===== config.mk =====
export PLATFORM = sky130hd
export DESIGN_NAME = mc_control_fsm
export DESIGN_NICKNAME = d
export VERILOG_FILES = /design/src/rtl/mc_control_fsm.sv
export SDC_FILE = /design/constraint.sdc
export NUM_CORES = 1
export LEC_CHECK = 0
export ABC_AREA = 1
export CORE_AREA = 2 2 65 92
export CTS_CLUSTER_DIAMETER = 60
export DETAILED_ROUTE_END_ITERATION = 10
export DIE_AREA = 0 0 67 94
export PLACE_DENSITY_LB_ADDON = 0.3
export SYNTH_ARGS = -nofsm -noshare
export SYNTH_HDL_FRONTEND = slang
export SYNTH_SLANG_ARGS = --single-unit
export TNS_END_PERCENT = 5

===== constraint.sdc =====
create_clock -name clk -period 4.2 [get_ports clk]
set_clock_uncertainty 0.1 [all_clocks]
set_input_delay 0.63 -clock clk [delete_from_list [all_inputs] [get_ports clk]]
set_output_delay 0.63 -clock clk [all_outputs]
set_load 0.02 [all_outputs]

===== src/rtl/mc_control_fsm.sv =====
// Multi-cycle MIPS control sequencer: walks each instruction through fetch/decode/execute/memory/writeback
// over a shared memory port, stalls on mem_ready and counts retired instructions.
module mc_control_fsm #(
  parameter int CNT_W = 32
) (
  input  logic             clk,
  input  logic             reset,
  input  logic [5:0]       opcode,
  input  logic [5:0]       funct,
  input  logic             mem_ready,
  output logic             pc_write,
  output logic             pc_write_cond,
  output logic             bne,
  output logic             ior_d,
  output logic             mem_read,
  output logic             mem_write,
  output logic             ir_write,
  output logic [1:0]       reg_dst,
  output logic [1:0]       mem_to_reg,
  output logic             reg_write,
  output logic             alu_src_a,
  output logic [1:0]       alu_src_b,
  output logic [3:0]       alu_op,
  output logic             zero_ext,
  output logic [1:0]       pc_source,
  output logic             illegal_op,
  output logic [3:0]       state_dbg,
  output logic [CNT_W-1:0] instr_count
);

  // state  | meaning
  // FETCH  | read instruction at PC, PC <= PC+4 when memory ready
  // DECODE | branch target into ALUOut, dispatch on opcode
  // MEMADR | lw/sw effective address
  // MEMRD  | data read, wait for mem_ready
  // MEMWB  | write loaded data to rt
  // MEMWR  | data write, wait for mem_ready
  // EXEC   | R-type ALU operation
  // RWB    | write ALU result to rd
  // BRANCH | beq/bne compare and conditional PC load
  // JUMP   | j
  // IEXEC  | immediate ALU operation
  // IWB    | write immediate result to rt
  // JAL    | jump and link $31
  // JR     | jump to rs
  typedef enum logic [3:0] {
    S_FETCH  = 4'd0,
    S_DECODE = 4'd1,
    S_MEMADR = 4'd2,
    S_MEMRD  = 4'd3,
    S_MEMWB  = 4'd4,
    S_MEMWR  = 4'd5,
    S_EXEC   = 4'd6,
    S_RWB    = 4'd7,
    S_BRANCH = 4'd8,
    S_JUMP   = 4'd9,
    S_IEXEC  = 4'd10,
    S_IWB    = 4'd11,
    S_JAL    = 4'd12,
    S_JR     = 4'd13
  } state_t;

  localparam logic [5:0] OP_RTYPE = 6'h00;
  localparam logic [5:0] OP_J     = 6'h02;
  localparam logic [5:0] OP_JAL   = 6'h03;
  localparam logic [5:0] OP_BEQ   = 6'h04;
  localparam logic [5:0] OP_BNE   = 6'h05;
  localparam logic [5:0] OP_ADDI  = 6'h08;
  localparam logic [5:0] OP_SLTI  = 6'h0A;
  localparam logic [5:0] OP_ANDI  = 6'h0C;
  localparam logic [5:0] OP_ORI   = 6'h0D;
  localparam logic [5:0] OP_LW    = 6'h23;
  localparam logic [5:0] OP_SW    = 6'h2B;
  localparam logic [5:0] FN_JR    = 6'h08;

  state_t state, state_nxt;
  logic   retire;
  logic   imm_logical;

  assign imm_logical = (opcode == OP_ANDI) || (opcode == OP_ORI);

  always_ff @(posedge clk or negedge reset) begin
    if (!reset) state <= S_FETCH;
    else        state <= state_nxt;
  end

  always_ff @(posedge clk or negedge reset) begin
    if (!reset)      instr_count <= '0;
    else if (retire) instr_count <= instr_count + {{(CNT_W-1){1'b0}}, 1'b1};
  end

  always_comb begin
    state_nxt     = S_FETCH;
    pc_write      = 1'b0;
    pc_write_cond = 1'b0;
    bne           = 1'b0;
    ior_d         = 1'b0;
    mem_read      = 1'b0;
    mem_write     = 1'b0;
    ir_write      = 1'b0;
    reg_dst       = 2'b00;
    mem_to_reg    = 2'b00;
    reg_write     = 1'b0;
    alu_src_a     = 1'b0;
    alu_src_b     = 2'b00;
    alu_op        = 4'b0000;
    zero_ext      = 1'b0;
    pc_source     = 2'b00;
    illegal_op    = 1'b0;
    retire        = 1'b0;

    case (state)
      S_FETCH: begin
        mem_read  = 1'b1;
        alu_src_b = 2'b01;
        ir_write  = mem_ready;
        pc_write  = mem_ready;
        state_nxt = mem_ready ? S_DECODE : S_FETCH;
      end
      S_DECODE: begin
        alu_src_b = 2'b11;
        case (opcode)
          OP_LW, OP_SW:                      state_nxt = S_MEMADR;
          OP_RTYPE:                          state_nxt = (funct == FN_JR) ? S_JR : S_EXEC;
          OP_BEQ, OP_BNE:                    state_nxt = S_BRANCH;
          OP_J:                              state_nxt = S_JUMP;
          OP_JAL:                            state_nxt = S_JAL;
          OP_ADDI, OP_SLTI, OP_ANDI, OP_ORI: state_nxt = S_IEXEC;
          default: begin
            illegal_op = 1'b1;
            state_nxt  = S_FETCH;
          end
        endcase
      end
      S_MEMADR: begin
        alu_src_a = 1'b1;
        alu_src_b = 2'b10;
        state_nxt = (opcode == OP_LW) ? S_MEMRD : S_MEMWR;
      end
      S_MEMRD: begin
        mem_read  = 1'b1;
        ior_d     = 1'b1;
        state_nxt = mem_ready ? S_MEMWB : S_MEMRD;
      end
      S_MEMWB: begin
        reg_write  = 1'b1;
        mem_to_reg = 2'b01;
        retire     = 1'b1;
      end
      S_MEMWR: begin
        mem_write = 1'b1;
        ior_d     = 1'b1;
        state_nxt = mem_ready ? S_FETCH : S_MEMWR;
        retire    = mem_ready;
      end
      S_EXEC: begin
        alu_src_a = 1'b1;
        alu_op    = 4'b0010;
        state_nxt = S_RWB;
      end
      S_RWB: begin
        reg_write = 1'b1;
        reg_dst   = 2'b01;
        retire    = 1'b1;
      end
      S_BRANCH: begin
        alu_src_a     = 1'b1;
        alu_op        = 4'b0001;
        pc_source     = 2'b01;
        pc_write_cond = (opcode == OP_BEQ);
        bne           = (opcode == OP_BNE);
        retire        = 1'b1;
      end
      S_JUMP: begin
        pc_write  = 1'b1;
        pc_source = 2'b10;
        retire    = 1'b1;
      end
      S_JAL: begin
        pc_write   = 1'b1;
        pc_source  = 2'b10;
        reg_write  = 1'b1;
        reg_dst    = 2'b10;
        mem_to_reg = 2'b10;
        retire     = 1'b1;
      end
      S_JR: begin
        pc_write  = 1'b1;
        pc_source = 2'b11;
        retire    = 1'b1;
      end
      S_IEXEC: begin
        alu_src_a = 1'b1;
        alu_src_b = 2'b10;
        zero_ext  = imm_logical;
        case (opcode)
          OP_SLTI: alu_op = 4'b0101;
          OP_ANDI: alu_op = 4'b0011;
          OP_ORI:  alu_op = 4'b0100;
          default: alu_op = 4'b0000;
        endcase
        state_nxt = S_IWB;
      end
      S_IWB: begin
        reg_write = 1'b1;
        zero_ext  = imm_logical;
        retire    = 1'b1;
      end
      default: state_nxt = S_FETCH;
    endcase

    // Reset gates every output immediately, so an in-flight write is cut off mid-cycle.
    if (!reset) begin
      pc_write      = 1'b0;
      pc_write_cond = 1'b0;
      bne           = 1'b0;
      ior_d         = 1'b0;
      mem_read      = 1'b0;
      mem_write     = 1'b0;
      ir_write      = 1'b0;
      reg_dst       = 2'b00;
      mem_to_reg    = 2'b00;
      reg_write     = 1'b0;
      alu_src_a     = 1'b0;
      alu_src_b     = 2'b00;
      alu_op        = 4'b0000;
      zero_ext      = 1'b0;
      pc_source     = 2'b00;
      illegal_op    = 1'b0;
      retire        = 1'b0;
    end
  end

  assign state_dbg = state;

endmodule


Word-level counts from Yosys, hierarchy flattened. Index checks and enable logic that the tools add are counted. Widths: inputs -> output; s select.

Bits in registers: 36. Output and inout bits: 59.

Multiplexer cells: 43. Equality and inequality tests: 24. $add $sub $neg: 1. Reduce and logical (&&, ||, !) cells: 16.

Operators by type and width (number): $add 32x1->32 const B (1); $eq 6x4->1 const B (5); $pmux 4 s7 (1); $eq 4x4->1 const B (6); $mux 1 (24); $pmux 4 s6 (1); $pmux 3 s3 (2); $eq 4x3->1 const B (4); $reduce_or 2->1 (7); $eq 6x2->1 const B (2); $eq 6x3->1 const B (2); $eq 6x6->1 const B (2); $pmux 2 s3 (2); $reduce_or 4->1 (3); $reduce_or 11->1 (1); $mux 3 (3); $eq 4x2->1 const B (2); $mux 2 (4); $mux 4 (2); $pmux 2 s2 (2); $reduce_or 7->1 (1); $logic_not 6->1 (1); $eq 4x1->1 const B (1); $logic_not 4->1 (1); 3 further kinds (4).

Longest topological paths before layout. Gate-level depths: netlist of the first run.

Depth after elaboration: 5. Depth in mapped cells: 10.

Worst setup path after synthesis of the first run. OpenSTA, ideal clock, no wires.

Kind: input -> output. From: input reset. To: output mem_read. Cell stages on the path: 3. Data arrival time: 1797 ps. Buffers on the path: 1. Path slack: 1673 ps. Path through: clkbuf_1 inv_1 nor4_1.

Longest elaborated chain between the ends: 1.

Ends and longest elaborated chain: start: declaration (line 7) `input logic reset,`; $mux 1 (line 213) `if (!reset) begin`; end: declaration (line 15) `output logic mem_read,`.

Every way passes these cells.

Final worst setup path of the first run.
From: input opcode[5]. To: output alu_op[1].

Longest elaborated chain between the ends: 4. Elaborated cells on any way between the ends: 6. Classes of those cells: 3 x eq/ne; 3 x mux.

Ends and longest elaborated chain: start: declaration (line 8) `input logic [5:0] opcode,`; $eq 6x4->1 (line 196) `case (opcode)`; $pmux 3 s3 * (line 196); $pmux 3 s3 * (line 112) `case (state)`; $mux 4 * (line 213); end: declaration (line 23) `output logic [3:0] alu_op,`.

Every way passes the cells marked *; elsewhere a longest branch is shown, timed or not.

==> reports/metrics.yaml, run 1 <==
status: "complete, no violations"
post_cts_buffers: 0
cts_hold_buf: 0
grtUsageTotal_pct: 27.8
drt_first_iter_violations: 201
num_rows: 32
final_cell_mix: "191 x nand2_1, 82 x nor2_1, 71 x clkdlybuf4s50_1"
nNetsFinal: 573
cts-root-buf: "clkbuf_8"
multi_input_area_sq_um: 1720
io_pins: 74
rsz0062_at_grt: "no"
period_needed_ns: 3.38
cts.clk_slew.worst_paths_ns: 0.08
drive_above_1_share_pct: 4.84
synth_flop_cell: "dfrtp_1"
dpl.hpwl_microns: 6190
min-delay-path-class: "input port to async pin"
n_antenna_cell: 0
tightest_slew_ns: 0.847
register_area_sq_um: 901
firstDrtPassIters: 5
vdd_drop_max_v: 0.000219
overflow: 0
synth_cell_types: 29
reg2reg_slack_ns: 1.84
synth_edf_count: 0
core_area_sq_um: 5450
antenna_found_initial: 0
routed_wl_microns: 8330
grt_start_max_net_pins: 43
timing_worst_setup_path_type: "input port to primary output"
synth_area_sq_um: 2890
cap_viol_max_count: 0
layout_commonest_cell: "nand2_1"
max_freq_mhz: 296
start_util_pct: 53.0
vias: 3344
async_reset_ff_share_pct: 100
worstReg2RegEnd: "instr_count[13]"
ant_nets: 0
drc_errors: 0
die_h_microns: 94
die_w_microns: 67
period_share_pct: 80.6
leakagePower_nw: 1.75
reg2reg_from: "state_dbg[3]"
cts_made_buffers: 5
crit_path_start_kind: "input port"
grt_pass1_wl_microns: 13800
power.total_mw: 1.02
ys_ff_latch: 36
final-hold-violation-count: 0
relSlewSlack_pct: 43.3
die-area_sq_um: 6300
crit_required_ns: 3.47
dp_worst_setup_slack_ns: 0.843
cts_tree: "built"
synth_fp_nets: 504
critPathCapture: "alu_op[1]"
first_global_vias: 3190
via_per_inst: 5.34
startpoint: "opcode[5]"
ys.warnings.count: 0
slew_violations: 0
syn_to_final_growth_pct: 29.4
cts_resized: 0
crit_arrival_ns: 2.65
fin_ws_ns: 0.816
final_core_utilization_pct: 68.6
setup_viol: 0
path_max_fanout: 8
finalSetupTns_ns: 0
fill_cells: 500
htreeDepth: 2
clk_latency_ns: 0.29
netlist_instances: 488
avgSynthCellArea_sq_um: 5.91
port_buffers: 72
clock-sinks: 36
wl_per_cell_microns: 13.3
gp_congestion: 1.03
clk_path_buf_depth: 2
rr_worst_depth: 8
crit_path_end_kind: "primary output"
ys_seq_area_share_pct: 31.2
power.density_nw_per_um2: 272
==> worst min-delay path by stage <==
| stage | startpoint | endpoint | slack (ns) | cells past startpoint |
|---|---|---|---|---|
| global placement | instr_count[31] | instr_count[31] | 0.44 | 2 |
| CTS | reset | instr_count[5] | 0.35 | 2 |
| global route | reset | instr_count[13] | 0.38 | 2 |
| floorplan | reset | instr_count[0] | 0.23 | 0 |
| finish | reset | instr_count[17] | 0.34 | 2 |
| detailed placement | instr_count[31] | instr_count[31] | 0.47 | 2 |
==> cell usage after synthesis, drive strengths merged (2+ instances only) <==
library cell	instances	share of area (%)
a21oi	6	1.0
nand2	195	26
nor3	7	1.2
xor2	11	3.3
xnor2	4	1.2
inv	50	6.5
nor2	89	12
nand4	4	0.87
dfrtp	36	31
buf	10	2.3
clkbuf	2	0.26
nand3	62	11
o21ai	5	1.3
==> layout make-up <==
class	instances	share of cell area, %
multi-input cells	390	46.1
flip-flops and latches	36	24.1
repair buffers	74	19.6
inverters	50	5.03
well taps	68	2.28
clock buffers	6	1.94
clock inverters	2	0.938
==> metrics by stage <==
| stage | instance area (sq um) | instances | hold WS, ns |
|---|---|---|---|
| after global routing | 3730 | 626 | 0.376 |
| final | 3730 | 626 | 0.342 |
| after global placement | 3630 | 618 | 0.442 |
| after floorplan | 2890 | 488 | 0.234 |
| after CTS | 3730 | 626 | 0.349 |
| after detailed placement | 3630 | 618 | 0.469 |
==> routing by layer <==
metal  track usage [%]  wire length [microns]  up-vias
met3              5.64                    513       40
met4              17.0                    391        0
met1              29.7                   3200     1486
li1                  -                      -     1656
met2              48.6                   4230      162
met5                 0                      0        -
==> logic make-up after synthesis <==
logic type,share of synthesized area (%)
AOI/OAI and AO/OA,3.29
xor gates and xnor gates,4.55
adders and majority gates,0.433
buffers and inverters,9.10
DFF,31.2
other,0.130
and+or+nand+nor,51.3
==> worst max-delay path: stages <==
cell and delay [ns]:
clkdlybuf4s50_1 0.44, nor2_1 0.40, nand3_1 0.14, inv_1 0.15, nand3_1 0.11, a21oi_1 0.15, clkdlybuf4s50_1 0.63
==> sequential cells by signal, indices dropped and copies added, names as in the netlist <==
name and cells:
state_dbg 4, instr_count 32
==> report_power, final <==
group	leakage [nW]	internal, mW	switching, mW
logic	1.19	0.117	0.193
clock network	0.0552	0.176	0.132
registers	0.498	0.366	0.0344
No activity file was read; power rests on OpenSTA's default activity.
==> run 2: changes to the inputs <==
CORE_AREA = 2 2 68 95   (was 2 2 65 92)
DIE_AREA = 0 0 70 97   (was 0 0 67 94)
clock period = 3.3 ns   (was 4.2 ns; I/O delays follow)
==> run 2 against run 1 <==
Against the previous run: sequential share of layout area fell by 0.064 points; clock-buffer cell count did not move; flip-flop and latch count did not move; combinational power rose by 29%; critical endpoint is now alu_op[2]; highest routed layer unchanged.
==> reports/metrics.yaml, run 2 (same netlist as run 1, synthesis figures left out) <==
tightest_slew_ns: 0.511  # -0.335 ns
cts_resized: 0  # unchanged
antenna_found_initial: 0  # unchanged
gp_congestion: 0.923  # -10%
drc_errors: 0  # unchanged
cpMostUsedCell: "clkdlybuf4s50_1"
top_register: "instr_count"
worstPathCellList: "clkdlybuf4s50_1 > nor2_1 > buf_4 > nand3_1 > a211oi_1 > clkdlybuf4s50_1"
layout_commonest_cell: "nand2_1"
vdd_drop_max_v: 0.000199  # -9.4%
crit_slowest_cell: "clkdlybuf4s50_1"
fin_ws_ns: 0.303  # -0.514 ns
cts-root-buf: "clkbuf_8"
setup_viol: 0  # unchanged
place_area_sq_um: 3650  # +0.69%
rsz0062_at_grt: "no"
first_global_vias: 3164  # -0.82%
grtUsageTotal_pct: 25.7  # -2.1 points
io_pins: 74  # unchanged
stdcell_area_sq_um: 3740  # +0.27%
vias: 3257  # -2.6%
period_needed_ns: 3.00
crit_buf_inv: 3  # unchanged
clk_latency_ns: 0.28  # about the same
hold_ws_ns: 0.112  # -0.230 ns
ant_nets: 0  # unchanged
reg2reg_slack_ns: 1.12  # -0.72 ns
power.total_mw: 1.24  # +22%
cap_viol_max_count: 0  # unchanged
cts_tree: "built"
worstReg2RegEnd: "instr_count[16]"
leakagePower_nw: 1.76  # +0.57%
drive_above_1_share_pct: 5.53  # +0.69 points
multi_input_area_sq_um: 1720  # unchanged
final_cell_mix: "191 x nand2_1, 82 x nor2_1, 71 x clkdlybuf4s50_1"
crit_path_end_kind: "primary output"
routed_wl_microns: 8600  # +3.3%
overflow: 0  # unchanged
htreeDepth: 2  # unchanged
via_per_inst: 5.16  # -3.4%
grt_start_max_net_pins: 34  # -21%
grt_pass1_wl_microns: 14400  # +4.5%
dp_worst_setup_slack_ns: 0.301  # -0.542 ns
cts.clk_slew.worst_paths_ns: 0.08  # about the same
port_buffers: 72  # unchanged
register_area_sq_um: 901  # unchanged
n_antenna_cell: 0  # unchanged
clk_path_buf_depth: 2  # unchanged
reg2reg_from: "state_dbg[3]"
die_w_microns: 70  # +4.5%
timing_worst_setup_path_type: "input port to primary output"
cts_made_buffers: 5  # unchanged
p_int_mw: 0.783  # +19%
p_clk_share_pct: 26.5  # -3.8 points
clock-sinks: 36  # unchanged
combPwrFrac_pct: 32.2  # +1.8 points
core_area_sq_um: 5860  # +7.7%
max_freq_mhz: 334
drt_first_iter_violations: 136  # -32%
num_rows: 33  # +3.1%
path_max_fanout: 5  # -3
fill_cells: 569  # +14%
switchingPower_mw: 0.456  # +27%
relSlewSlack_pct: 65.8  # +22 points
crit_path_start_kind: "input port"
largest_register_ffs: 32  # unchanged
syn_to_final_growth_pct: 29.7
cp_num_cells: 6  # -1
firstDrtPassIters: 4  # -1
final_core_utilization_pct: 63.9  # -4.7 points
post_cts_buffers: 0  # unchanged
crit_path_max_incr_delay_ns: 0.64  # about the same
seq_power_share_pct: 41.2  # +1.9 points
min-delay-path-class: "input port to async pin"
start_util_pct: 49.2  # -3.8 points
rr_worst_depth: 9  # +1
die_h_microns: 97  # +3.2%
finalSetupTns_ns: 0  # unchanged
period_share_pct: 90.8
nNetsFinal: 576  # +0.52%
status: "complete, no violations"
cts_hold_buf: 0  # unchanged
slew_violations: 0  # unchanged
dpl.hpwl_microns: 6680  # +8.0%
dp.cells: 623  # +0.81%
crit_required_ns: 2.70  # -0.77 ns
crit_arrival_ns: 2.40  # -0.25 ns
stdcell_count: 631  # +0.80%
final-hold-violation-count: 0  # unchanged
cp_top_family: "buffers and inverters"
power.density_nw_per_um2: 331  # +22%
die-area_sq_um: 6790  # +7.8%
wl_per_cell_microns: 13.6  # +2.5%
netSwitchingFraction_pct: 36.8  # +1.5 points
-- run 2: cell types whose count changed in the layout (fill, tap and decap cells not counted) --
cell       previous run  this run
clkbuf_1              1         0
clkinv_2              1         2
clkbuf_8              5         6
bufinv_16             1         0
buf_4                 2         5
-- run 2: routing by layer --
layer | vias to the layer above | part of all wire, % | global-route usage (%)
met5 | - | 0 | 0
met4 | 0 | 4.0 | 11.5
met3 | 22 | 4.4 | 2.71
met2 | 110 | 51 | 46.9
met1 | 1467 | 41 | 29.7
li1 | 1658 | - | -
-- run 2: area by class of cell --
cell class | instances | share of cell area (%)
repair buffers | 77 | 20.1
multi-input cells | 390 | 46.0
clock inverters | 2 | 0.267
flip-flops and latches | 36 | 24.1
inverters | 50 | 5.01
well taps | 70 | 2.34
clock buffers | 6 | 2.21
-- run 2: power groups by stage --
stage / Clock [mW] / Sequential, mW / Combinational, mW
2_1_floorplan: 0 / 0.541 / 0.212
3_3_place_gp: 0 / 0.517 / 0.392
3_5_place_dp: 0 / 0.519 / 0.399
4_1_cts: 0.342 / 0.510 / 0.400
5_1_grt: 0.358 / 0.516 / 0.435
6_report: 0.329 / 0.511 / 0.399
-- run 2: worst max-delay path by stage --
| stage | startpoint | endpoint | slack (ns) |
|---|---|---|---|
| CTS | opcode[5] | alu_op[2] | 0.31 |
| global placement | opcode[5] | alu_op[2] | 0.34 |
| detailed placement | opcode[5] | alu_op[2] | 0.30 |
| global route | opcode[5] | alu_op[0] | 0.16 |
| floorplan | reset | mem_read | 1.04 |
| finish | opcode[5] | alu_op[2] | 0.30 |
